### src/rtl/lq_sample_ctrl_if.sv
// lq_sample_ctrl_if
//   Groups every non-clock, non-reset signal of lq_sample_ctrl.
//   master: the pipeline/software side. It drives the load events and rd_req.
//   slave : the sampling controller. It drives busy and the rd_* snapshot.
//   Signals:
//     en, timestamp           sample permission and free-running coarse time
//     disp_*, exec_*, ret_*   load dispatch / execute / retire events
//     flush                   pipeline flush
//     rd_req, rd_valid        one-shot read handshake
//     rd_*                    statistics snapshot returned by a read
interface lq_sample_ctrl_if #(
  parameter int DUR_W = 10,
  parameter int IDX_W = 6,
  parameter int ACC_W = 24,
  parameter int CNT_W = 16
);
  logic             en;
  logic [DUR_W-1:0] timestamp;
  logic             disp_valid;
  logic [IDX_W-1:0] disp_idx;
  logic             exec_valid;
  logic [IDX_W-1:0] exec_idx;
  logic             ret_valid;
  logic [IDX_W-1:0] ret_idx;
  logic             flush;
  logic             rd_req;
  logic             busy;
  logic             rd_valid;
  logic [ACC_W-1:0] rd_sum_dp;
  logic [ACC_W-1:0] rd_sum_end;
  logic [DUR_W-1:0] rd_max_end;
  logic [CNT_W-1:0] rd_samples;
  logic [CNT_W-1:0] rd_aborts;
  logic             rd_sat;

  modport master (
    output en, timestamp, disp_valid, disp_idx, exec_valid, exec_idx,
           ret_valid, ret_idx, flush, rd_req,
    input  busy, rd_valid, rd_sum_dp, rd_sum_end, rd_max_end,
           rd_samples, rd_aborts, rd_sat
  );

  modport slave (
    input  en, timestamp, disp_valid, disp_idx, exec_valid, exec_idx,
           ret_valid, ret_idx, flush, rd_req,
    output busy, rd_valid, rd_sum_dp, rd_sum_end, rd_max_end,
           rd_samples, rd_aborts, rd_sat
  );
endinterface

### src/rtl/lq_sample_ctrl.sv
// lq_sample_ctrl
//   Load-queue residency sampler. Every INTERVAL enabled idle cycles it arms,
//   latches the next dispatched load (index + timestamp), follows it to
//   execute and retire, and accumulates dispatch->exec and dispatch->retire
//   durations into saturating statistics. A one-cycle rd_req snapshots the
//   post-update statistics into the rd_* registers and clears them.
//   Ports:
//     clk    single clock
//     reset  synchronous, active-high
//     bus    lq_sample_ctrl_if.slave (events in, busy + read snapshot out)
//   Optional feature macro: LQ_SAMPLE_TIMEOUT_EN
//     defined   : a tracked sample aborts after TIMEOUT cycles without a match
//     undefined : a lost entry stalls in WAIT_* until flush or reset
module lq_sample_ctrl #(
  parameter int DUR_W    = 10,
  parameter int IDX_W    = 6,
  parameter int ACC_W    = 24,
  parameter int CNT_W    = 16,
  parameter int INTERVAL = 256,
  parameter int TIMEOUT  = 1023
) (
  input logic             clk,
  input logic             reset,
  lq_sample_ctrl_if.slave bus
);

  localparam int IVL_W = $clog2(INTERVAL);
  localparam int AW1   = ACC_W + 1;
  localparam logic [IVL_W-1:0] IVL_RELOAD = IVL_W'(INTERVAL - 1);

  typedef enum logic [2:0] {IDLE, ARM, WAIT_EXEC, WAIT_RET, COMMIT} state_t;

  state_t           state;
  logic [IVL_W-1:0] ivl_cnt;
  logic [DUR_W-1:0] start;
  logic [IDX_W-1:0] mon_idx;
  logic [DUR_W-1:0] dur_dp;
  logic [DUR_W-1:0] dur_end;

  logic [ACC_W-1:0] sum_dp, sum_end, snap_sum_dp, snap_sum_end;
  logic [DUR_W-1:0] max_end, snap_max_end;
  logic [CNT_W-1:0] samples, aborts, snap_samples, snap_aborts;
  logic             sat, snap_sat, snap_valid;

  logic [ACC_W-1:0] sum_dp_nxt, sum_end_nxt;
  logic [DUR_W-1:0] max_end_nxt;
  logic [CNT_W-1:0] samples_nxt, aborts_nxt;
  logic             sat_nxt;
  logic [AW1-1:0]   sum_dp_add, sum_end_add;

  logic             exec_hit, ret_hit, timed_out, abort_evt, commit_evt;
  logic [DUR_W-1:0] elapsed;

  assign exec_hit   = bus.exec_valid && (bus.exec_idx == mon_idx);
  assign ret_hit    = bus.ret_valid && (bus.ret_idx == mon_idx);
  // Modular subtraction gives the right duration across a timestamp wrap.
  assign elapsed    = bus.timestamp - start;
  assign commit_evt = (state == COMMIT);

`ifdef LQ_SAMPLE_TIMEOUT_EN
  localparam int TRK_W = (TIMEOUT > 1) ? $clog2(TIMEOUT) : 1;
  logic [TRK_W-1:0] trk_cnt;
  // trk_cnt is 0 in the first WAIT_EXEC cycle, so the abort lands TIMEOUT
  // cycles after the sample entered WAIT_EXEC.
  assign timed_out = ((state == WAIT_EXEC) || (state == WAIT_RET)) &&
                     (trk_cnt == TRK_W'(TIMEOUT - 1));
`else
  // Nothing ever times out here; TIMEOUT only matters with the tracking counter.
  assign timed_out = 1'b0 && (TIMEOUT > 0);
`endif

  // Flush beats any same-cycle match; a match beats a same-cycle timeout.
  always_comb begin
    abort_evt = 1'b0;
    case (state)
      ARM:       abort_evt = bus.flush;
      WAIT_EXEC: abort_evt = bus.flush || (!exec_hit && (ret_hit || timed_out));
      WAIT_RET:  abort_evt = bus.flush || (!ret_hit && timed_out);
      default:   abort_evt = 1'b0;
    endcase
  end

  assign sum_dp_add  = {1'b0, sum_dp} + AW1'(dur_dp);
  assign sum_end_add = {1'b0, sum_end} + AW1'(dur_end);

  // Post-update statistics for this cycle; a read snapshots exactly these.
  always_comb begin
    sum_dp_nxt  = sum_dp;
    sum_end_nxt = sum_end;
    max_end_nxt = max_end;
    samples_nxt = samples;
    aborts_nxt  = aborts;
    if (commit_evt) begin
      sum_dp_nxt  = sum_dp_add[ACC_W] ? '1 : sum_dp_add[ACC_W-1:0];
      sum_end_nxt = sum_end_add[ACC_W] ? '1 : sum_end_add[ACC_W-1:0];
      samples_nxt = (&samples) ? samples : samples + 1'b1;
      if (dur_end > max_end) max_end_nxt = dur_end;
    end
    if (abort_evt) aborts_nxt = (&aborts) ? aborts : aborts + 1'b1;
    sat_nxt = sat | (&sum_dp_nxt) | (&sum_end_nxt) | (&samples_nxt) | (&aborts_nxt);
  end

  always_ff @(posedge clk) begin
    if (reset) begin
      state        <= IDLE;
      ivl_cnt      <= IVL_RELOAD;
      start        <= '0;
      mon_idx      <= '0;
      dur_dp       <= '0;
      dur_end      <= '0;
      sum_dp       <= '0;
      sum_end      <= '0;
      max_end      <= '0;
      samples      <= '0;
      aborts       <= '0;
      sat          <= 1'b0;
      snap_sum_dp  <= '0;
      snap_sum_end <= '0;
      snap_max_end <= '0;
      snap_samples <= '0;
      snap_aborts  <= '0;
      snap_sat     <= 1'b0;
      snap_valid   <= 1'b0;
`ifdef LQ_SAMPLE_TIMEOUT_EN
      trk_cnt      <= '0;
`endif
    end else begin
      if (abort_evt || commit_evt) begin
        state   <= IDLE;
        ivl_cnt <= IVL_RELOAD;
      end else begin
        case (state)
          IDLE: begin
            if (bus.en) begin
              if (ivl_cnt == '0) begin
                state   <= ARM;
                ivl_cnt <= IVL_RELOAD;
              end else begin
                ivl_cnt <= ivl_cnt - 1'b1;
              end
            end
          end
          ARM: begin
            if (!bus.en) begin
              state <= IDLE;
            end else if (bus.disp_valid) begin
              start   <= bus.timestamp;
              mon_idx <= bus.disp_idx;
              state   <= WAIT_EXEC;
            end
          end
          WAIT_EXEC: begin
            if (exec_hit) begin
              dur_dp <= elapsed;
              if (ret_hit) begin
                dur_end <= elapsed;
                state   <= COMMIT;
              end else begin
                state <= WAIT_RET;
              end
            end
          end
          WAIT_RET: begin
            // Replayed exec matches are ignored here.
            if (ret_hit) begin
              dur_end <= elapsed;
              state   <= COMMIT;
            end
          end
          default: state <= IDLE;
        endcase
      end

`ifdef LQ_SAMPLE_TIMEOUT_EN
      if ((state == WAIT_EXEC) || (state == WAIT_RET)) trk_cnt <= trk_cnt + 1'b1;
      else trk_cnt <= '0;
`endif

      snap_valid <= bus.rd_req;
      if (bus.rd_req) begin
        snap_sum_dp  <= sum_dp_nxt;
        snap_sum_end <= sum_end_nxt;
        snap_max_end <= max_end_nxt;
        snap_samples <= samples_nxt;
        snap_aborts  <= aborts_nxt;
        snap_sat     <= sat_nxt;
        sum_dp       <= '0;
        sum_end      <= '0;
        max_end      <= '0;
        samples      <= '0;
        aborts       <= '0;
        sat          <= 1'b0;
      end else begin
        sum_dp  <= sum_dp_nxt;
        sum_end <= sum_end_nxt;
        max_end <= max_end_nxt;
        samples <= samples_nxt;
        aborts  <= aborts_nxt;
        sat     <= sat_nxt;
      end
    end
  end

  assign bus.busy       = (state != IDLE);
  assign bus.rd_valid   = snap_valid;
  assign bus.rd_sum_dp  = snap_sum_dp;
  assign bus.rd_sum_end = snap_sum_end;
  assign bus.rd_max_end = snap_max_end;
  assign bus.rd_samples = snap_samples;
  assign bus.rd_aborts  = snap_aborts;
  assign bus.rd_sat     = snap_sat;

endmodule

### src/flat_wrapper.sv
// flat-port wrapper written by rule: the top's interface ports become plain ports
module lq_sample_ctrl_flat 
#(
  parameter int DUR_W    = 10,
  parameter int IDX_W    = 6,
  parameter int ACC_W    = 24,
  parameter int CNT_W    = 16,
  parameter int INTERVAL = 256,
  parameter int TIMEOUT  = 1023
)
  (clk, reset, bus_en, bus_timestamp, bus_disp_valid, bus_disp_idx, bus_exec_valid, bus_exec_idx, bus_ret_valid, bus_ret_idx, bus_flush, bus_rd_req, bus_busy, bus_rd_valid, bus_rd_sum_dp, bus_rd_sum_end, bus_rd_max_end, bus_rd_samples, bus_rd_aborts, bus_rd_sat);
  lq_sample_ctrl_if #(.DUR_W(DUR_W), .IDX_W(IDX_W), .ACC_W(ACC_W), .CNT_W(CNT_W)) bus_i ();
  input logic clk;
  input logic reset;
  input wire logic [$bits(bus_i.en)-1:0] bus_en;
  input wire logic [$bits(bus_i.timestamp)-1:0] bus_timestamp;
  input wire logic [$bits(bus_i.disp_valid)-1:0] bus_disp_valid;
  input wire logic [$bits(bus_i.disp_idx)-1:0] bus_disp_idx;
  input wire logic [$bits(bus_i.exec_valid)-1:0] bus_exec_valid;
  input wire logic [$bits(bus_i.exec_idx)-1:0] bus_exec_idx;
  input wire logic [$bits(bus_i.ret_valid)-1:0] bus_ret_valid;
  input wire logic [$bits(bus_i.ret_idx)-1:0] bus_ret_idx;
  input wire logic [$bits(bus_i.flush)-1:0] bus_flush;
  input wire logic [$bits(bus_i.rd_req)-1:0] bus_rd_req;
  output wire logic [$bits(bus_i.busy)-1:0] bus_busy;
  output wire logic [$bits(bus_i.rd_valid)-1:0] bus_rd_valid;
  output wire logic [$bits(bus_i.rd_sum_dp)-1:0] bus_rd_sum_dp;
  output wire logic [$bits(bus_i.rd_sum_end)-1:0] bus_rd_sum_end;
  output wire logic [$bits(bus_i.rd_max_end)-1:0] bus_rd_max_end;
  output wire logic [$bits(bus_i.rd_samples)-1:0] bus_rd_samples;
  output wire logic [$bits(bus_i.rd_aborts)-1:0] bus_rd_aborts;
  output wire logic [$bits(bus_i.rd_sat)-1:0] bus_rd_sat;
  assign bus_i.en = bus_en;
  assign bus_i.timestamp = bus_timestamp;
  assign bus_i.disp_valid = bus_disp_valid;
  assign bus_i.disp_idx = bus_disp_idx;
  assign bus_i.exec_valid = bus_exec_valid;
  assign bus_i.exec_idx = bus_exec_idx;
  assign bus_i.ret_valid = bus_ret_valid;
  assign bus_i.ret_idx = bus_ret_idx;
  assign bus_i.flush = bus_flush;
  assign bus_i.rd_req = bus_rd_req;
  assign bus_busy = bus_i.busy;
  assign bus_rd_valid = bus_i.rd_valid;
  assign bus_rd_sum_dp = bus_i.rd_sum_dp;
  assign bus_rd_sum_end = bus_i.rd_sum_end;
  assign bus_rd_max_end = bus_i.rd_max_end;
  assign bus_rd_samples = bus_i.rd_samples;
  assign bus_rd_aborts = bus_i.rd_aborts;
  assign bus_rd_sat = bus_i.rd_sat;
  lq_sample_ctrl #(.DUR_W(DUR_W), .IDX_W(IDX_W), .ACC_W(ACC_W), .CNT_W(CNT_W), .INTERVAL(INTERVAL), .TIMEOUT(TIMEOUT)) u_core (.clk(clk), .reset(reset), .bus(bus_i));
endmodule
### config.mk
export PLATFORM = sky130hd
export DESIGN_NAME = lq_sample_ctrl_flat
export DESIGN_NICKNAME = d
export VERILOG_FILES = /design/src/rtl/lq_sample_ctrl_if.sv /design/src/rtl/lq_sample_ctrl.sv /design/src/flat_wrapper.sv
export SDC_FILE = /design/constraint.sdc
export NUM_CORES = 1
export LEC_CHECK = 0
export CORE_MARGIN = 10
export CORE_UTILIZATION = 25
export DETAILED_ROUTE_END_ITERATION = 8
export PLACE_DENSITY = 0.51
export RECOVER_POWER = 50
export SKIP_LAST_GASP = 1
export SYNTH_ARGS = -nofsm -noshare
export SYNTH_HDL_FRONTEND = slang
export SYNTH_SLANG_ARGS = --single-unit
### constraint.sdc
create_clock -name clk -period 3.9 [get_ports clk]
set_clock_uncertainty 0.05 [all_clocks]
set_input_delay 0.585 -clock clk [delete_from_list [all_inputs] [get_ports clk]]
set_output_delay 0.585 -clock clk [all_outputs]
set_load 0.01 [all_outputs]
==> impl_results.md <==
- P&R area growth vs syn: 26.18%
- Dpl hpwl: between 20,000 and 30,000 um
- CP Data Arrival Time: roughly 4.0 ns
- Synth Register Bits: between 200 and 250
- Initial Utilization: between 20% and 30%
- Number of diodes: 0
- Worst r2r path cells: 11
- GP Congestion: between 0.8 and 0.9
- CTS Root Buffer Type: clkbuf_16
- Ports: 129
- Max Slew Vio Count: 33
- Largest net degree at the start of global routing: around 60
- Clk Latency, worst-skew pair: 0.56 ns
- Setup_tns: 0 ns
- Minimum clock period: roughly 3.6 ns
- Synthesized instance count: 1,346
- Worst hold path class: reg2reg
- Switching Share: between 20% and 30%
- Critical Path Sink: u_core.bus.rd_sat$_SDFFE_PP0P_
- Final setup fails: 0
- Die ar.: around 54,000 sq um
- Max-Cap Viols: 2
- DRT antenna net count: 0
- Core area: 44,410 sq um
- Worst flop-to-flop path startpoint: u_core.sum_dp[0]$_SDFF_PP0_
- Most common cell in the netlist: dfxtp_1
- Max incr delay on CP: between 0.5 and 0.6 ns
- PwrDens: 362.0 nW/um^2
- Req. time, crit path: between 4 and 5 ns
- CTS H-tree depth: 1
- Top_reg_cell synth: dfxtp_1
- CTS tree: done
- Row Count: 77
- Critical path class: reg2reg
- CP Capture Type: flop
- Share of cells above drive strength 1: under 10%
- CP Cell Sequence: ha_1, fa_1, a211oi_1, nor3b_2, a211o_1, nand3_1, o21ai_0, or4_1, o31ai_1, a21oi_1, a311oi_2
- Net Sw Power: around 1.2 mW
- Initial antenna violation count: 1
- PortBufs: 128
- First-pass GRT wire length: about 56,000 um
- Sequential share of power: 46.0%
- Die Wd: 232.6 um
- Final Util: 32.10%
- Post-synth top area share: about two fifths
- Clock transition at path regs: ~0.060 ns
- Ys async rst share: 0%
- Lkg Pwr: ~5.4 nW
- Via count: roughly 10,000
- Post-synth top cells: 230 x dfxtp_1, 206 x nor2_1, 128 x nand2_1
- Combinational power share: around 4.3%
- Total CTS buffers: 26
- Final Hold Viols: 0
- Via-to-Cell Ratio: 4.797
- CP Launch Type: flop
- Pint: 3.963 mW
- Ranking of synthesized cells by area: dfxtp_1 41%, nor2_1 6.8%, ha_1 4.8%
- Avg Cell Area, Syn: 8.395 sq um
- WL per Instance: 17.12 um
- Placed Cells: around 2,000
- Status: finished with violations
- Slew margin rel.: -49.61%
- Ys Warns: 0
- Height of the die: between 200 and 250 um
- DR iter-0 viols: around 500
- Clk sinks: 230
- EDFF count, synth: 0
- Clock share of power: 49.7%
- Worst-Margin Slew: 2.244 ns
- Post-synthesis sequential area ratio: between 40% and 50%
- Reg2reg end: u_core.bus.rd_sat$_SDFFE_PP0P_
- DR pass1 iterations: 5
- Cell Area, Synth: approximately 11,000 sq um
- Total Routing Usage GR: 12.85%
- Flop2flop setup slack: approximately 0.28 ns
- Final #Nets: approximately 1,600
- DRC Markers: 0
- Area leader, netlist: dfxtp_1
- Failing checks: capacitance limit, slew limit
- Peak VDD IR: roughly 260 uV
- Slowest CP cell: or4_1
- RSZ-0062 raised after global routing: false
- Critical-path maximum fanout: 6
- Fmax: between 200 and 300 MHz
- CP Launch Point: u_core.sum_dp[0]$_SDFF_PP0_
- Vias in the first global route: a little under 10,000
- Post-cts hold buffer count: 0
- WL final: roughly 36,000 um
- Gr ovfl total: 0
- Final clock period utilization by the worst path: 92.87%
- Clock buffer depth: 3
- Layout Cells excl Fill: 2,087
- Syn nets: 1,428
- Synth cell types: 82
[through the flow]
stage | setup slack (ns) | power (mW) | hold slack [ns] | cell area [sq um]
after floorplan | 0.5902 | 2.536 | 0.3900 | 11300
after global placement | 0.1432 | 2.657 | 0.3881 | 13360
after detailed placement | 0.1531 | 2.660 | 0.3887 | 13360
after CTS | 0.1349 | 5.261 | 0.4080 | 14260
after global routing | 0.02397 | 5.339 | 0.4307 | 14260
final | 0.2780 | 5.161 | 0.3969 | 14260
[worst min path at each step]
stage                                      startpoint                                      to  slack, ns  cells past startpoint
6_report        u_core.bus.rd_samples[1]$_SDFFE_PP0P_   u_core.bus.rd_samples[1]$_SDFFE_PP0P_       0.40                      2
5_1_grt         u_core.bus.rd_max_end[8]$_SDFFE_PP0P_   u_core.bus.rd_max_end[8]$_SDFFE_PP0P_       0.43                      2
4_1_cts        u_core.bus.rd_sum_end[17]$_SDFFE_PP0P_  u_core.bus.rd_sum_end[17]$_SDFFE_PP0P_       0.41                      1
3_5_place_dp     u_core.bus.rd_sum_dp[2]$_SDFFE_PP0P_    u_core.bus.rd_sum_dp[2]$_SDFFE_PP0P_       0.39                      1
3_3_place_gp   u_core.bus.rd_sum_end[17]$_SDFFE_PP0P_  u_core.bus.rd_sum_end[17]$_SDFFE_PP0P_       0.39                      1
2_1_floorplan           u_core.dur_dp[7]$_SDFFE_PP0P_           u_core.dur_dp[7]$_SDFFE_PP0P_       0.39                      2
[metal layers]
layer	share of wire, %	vias to the layer above	global-route usage (%)
met5	0.048	-	0
met4	3.0	2	4.788
met3	5.3	55	2.726
met2	45	186	20.87
met1	47	4709	16.44
li1	-	5060	-
[cell families (layout without fill, tap and decap cells)]
logic type | after synthesis | after routing | synth area share, %
buffers and inverters | 101 | 250 | 3.554
AND/OR/NAND/NOR | 554 | 554 | 23.41
XOR/XNOR | 65 | 65 | 5.038
adder cells (fa/ha/maj) | 46 | 46 | 5.293
flip-flops | 230 | 230 | 40.75
AO/OA/AOI/OAI | 296 | 296 | 17.14
multiplexers | 54 | 54 | 4.817
[critical path, delay by kind of cell (launching register included)]
| kind | cells | cell delay (ns) |
|---|---|---|
| compound gates | 6 | 1.65 |
| simple gates | 3 | 0.82 |
| fa+ha+maj | 2 | 0.67 |
| flops | 1 | 0.34 |
[placed cells by master (no fill, tap or decap), types with 14 or more instances in the layout]
master and n:
nand2_1 128, nor2_1 205, mux2i_1 51, o22ai_1 16
clkbuf_16 27, clkdlybuf4s50_1 32, a211oi_1 31, buf_4 29
o21ai_0 80, a21o_1 14, dlygate4sd3_1 94, dfxtp_1 230
ha_1 43, inv_1 39, or3_1 14, nor3_1 33
xnor2_1 37, xor2_1 28, nand3_1 44, a21oi_1 58
nand4_1 22
[power by group through the flow]
stage,Combinational (mW),Clock (mW),Sequential [mW]
floorplan,0.107,0,2.43
global placement,0.232,0,2.43
detailed placement,0.234,0,2.43
CTS,0.235,2.65,2.37
global route,0.245,2.72,2.37
finish,0.221,2.57,2.37
[area by class of cell]
class	count	area, sq um
Multi-Input combinational cell	1015	6337
Clock inverter	11	123.9
Fill cell	4631	30160
Tap cell	592	740.7
Inverter	39	146.4
Clock buffer	36	769.5
Timing Repair Buffer	164	1535
Sequential cell	230	4604
[repair_timing]
item	CTS	global route
gates resized for setup	0	4
buffers inserted	0	2
setup endpoints to repair	0	2
[flip-flops by register name, summed over array words and instances (netlist names)]
| register | cells |
|---|---|
| u_core.aborts | 16 |
| u_core.bus.rd_aborts | 16 |
| u_core.bus.rd_max_end | 10 |
| u_core.bus.rd_samples | 16 |
| u_core.bus.rd_sat | 1 |
| u_core.bus.rd_sum_dp | 24 |
| u_core.bus.rd_sum_end | 24 |
| u_core.bus.rd_valid | 1 |
| u_core.dur_dp | 10 |
| u_core.dur_end | 10 |
| u_core.ivl_cnt | 8 |
| u_core.max_end | 10 |
| u_core.mon_idx | 6 |
| u_core.samples | 16 |
| u_core.sat | 1 |
| u_core.start | 10 |
| u_core.state | 3 |
| u_core.sum_dp | 24 |
| u_core.sum_end | 24 |
Note: power is estimated with default switching activity, not from simulation.
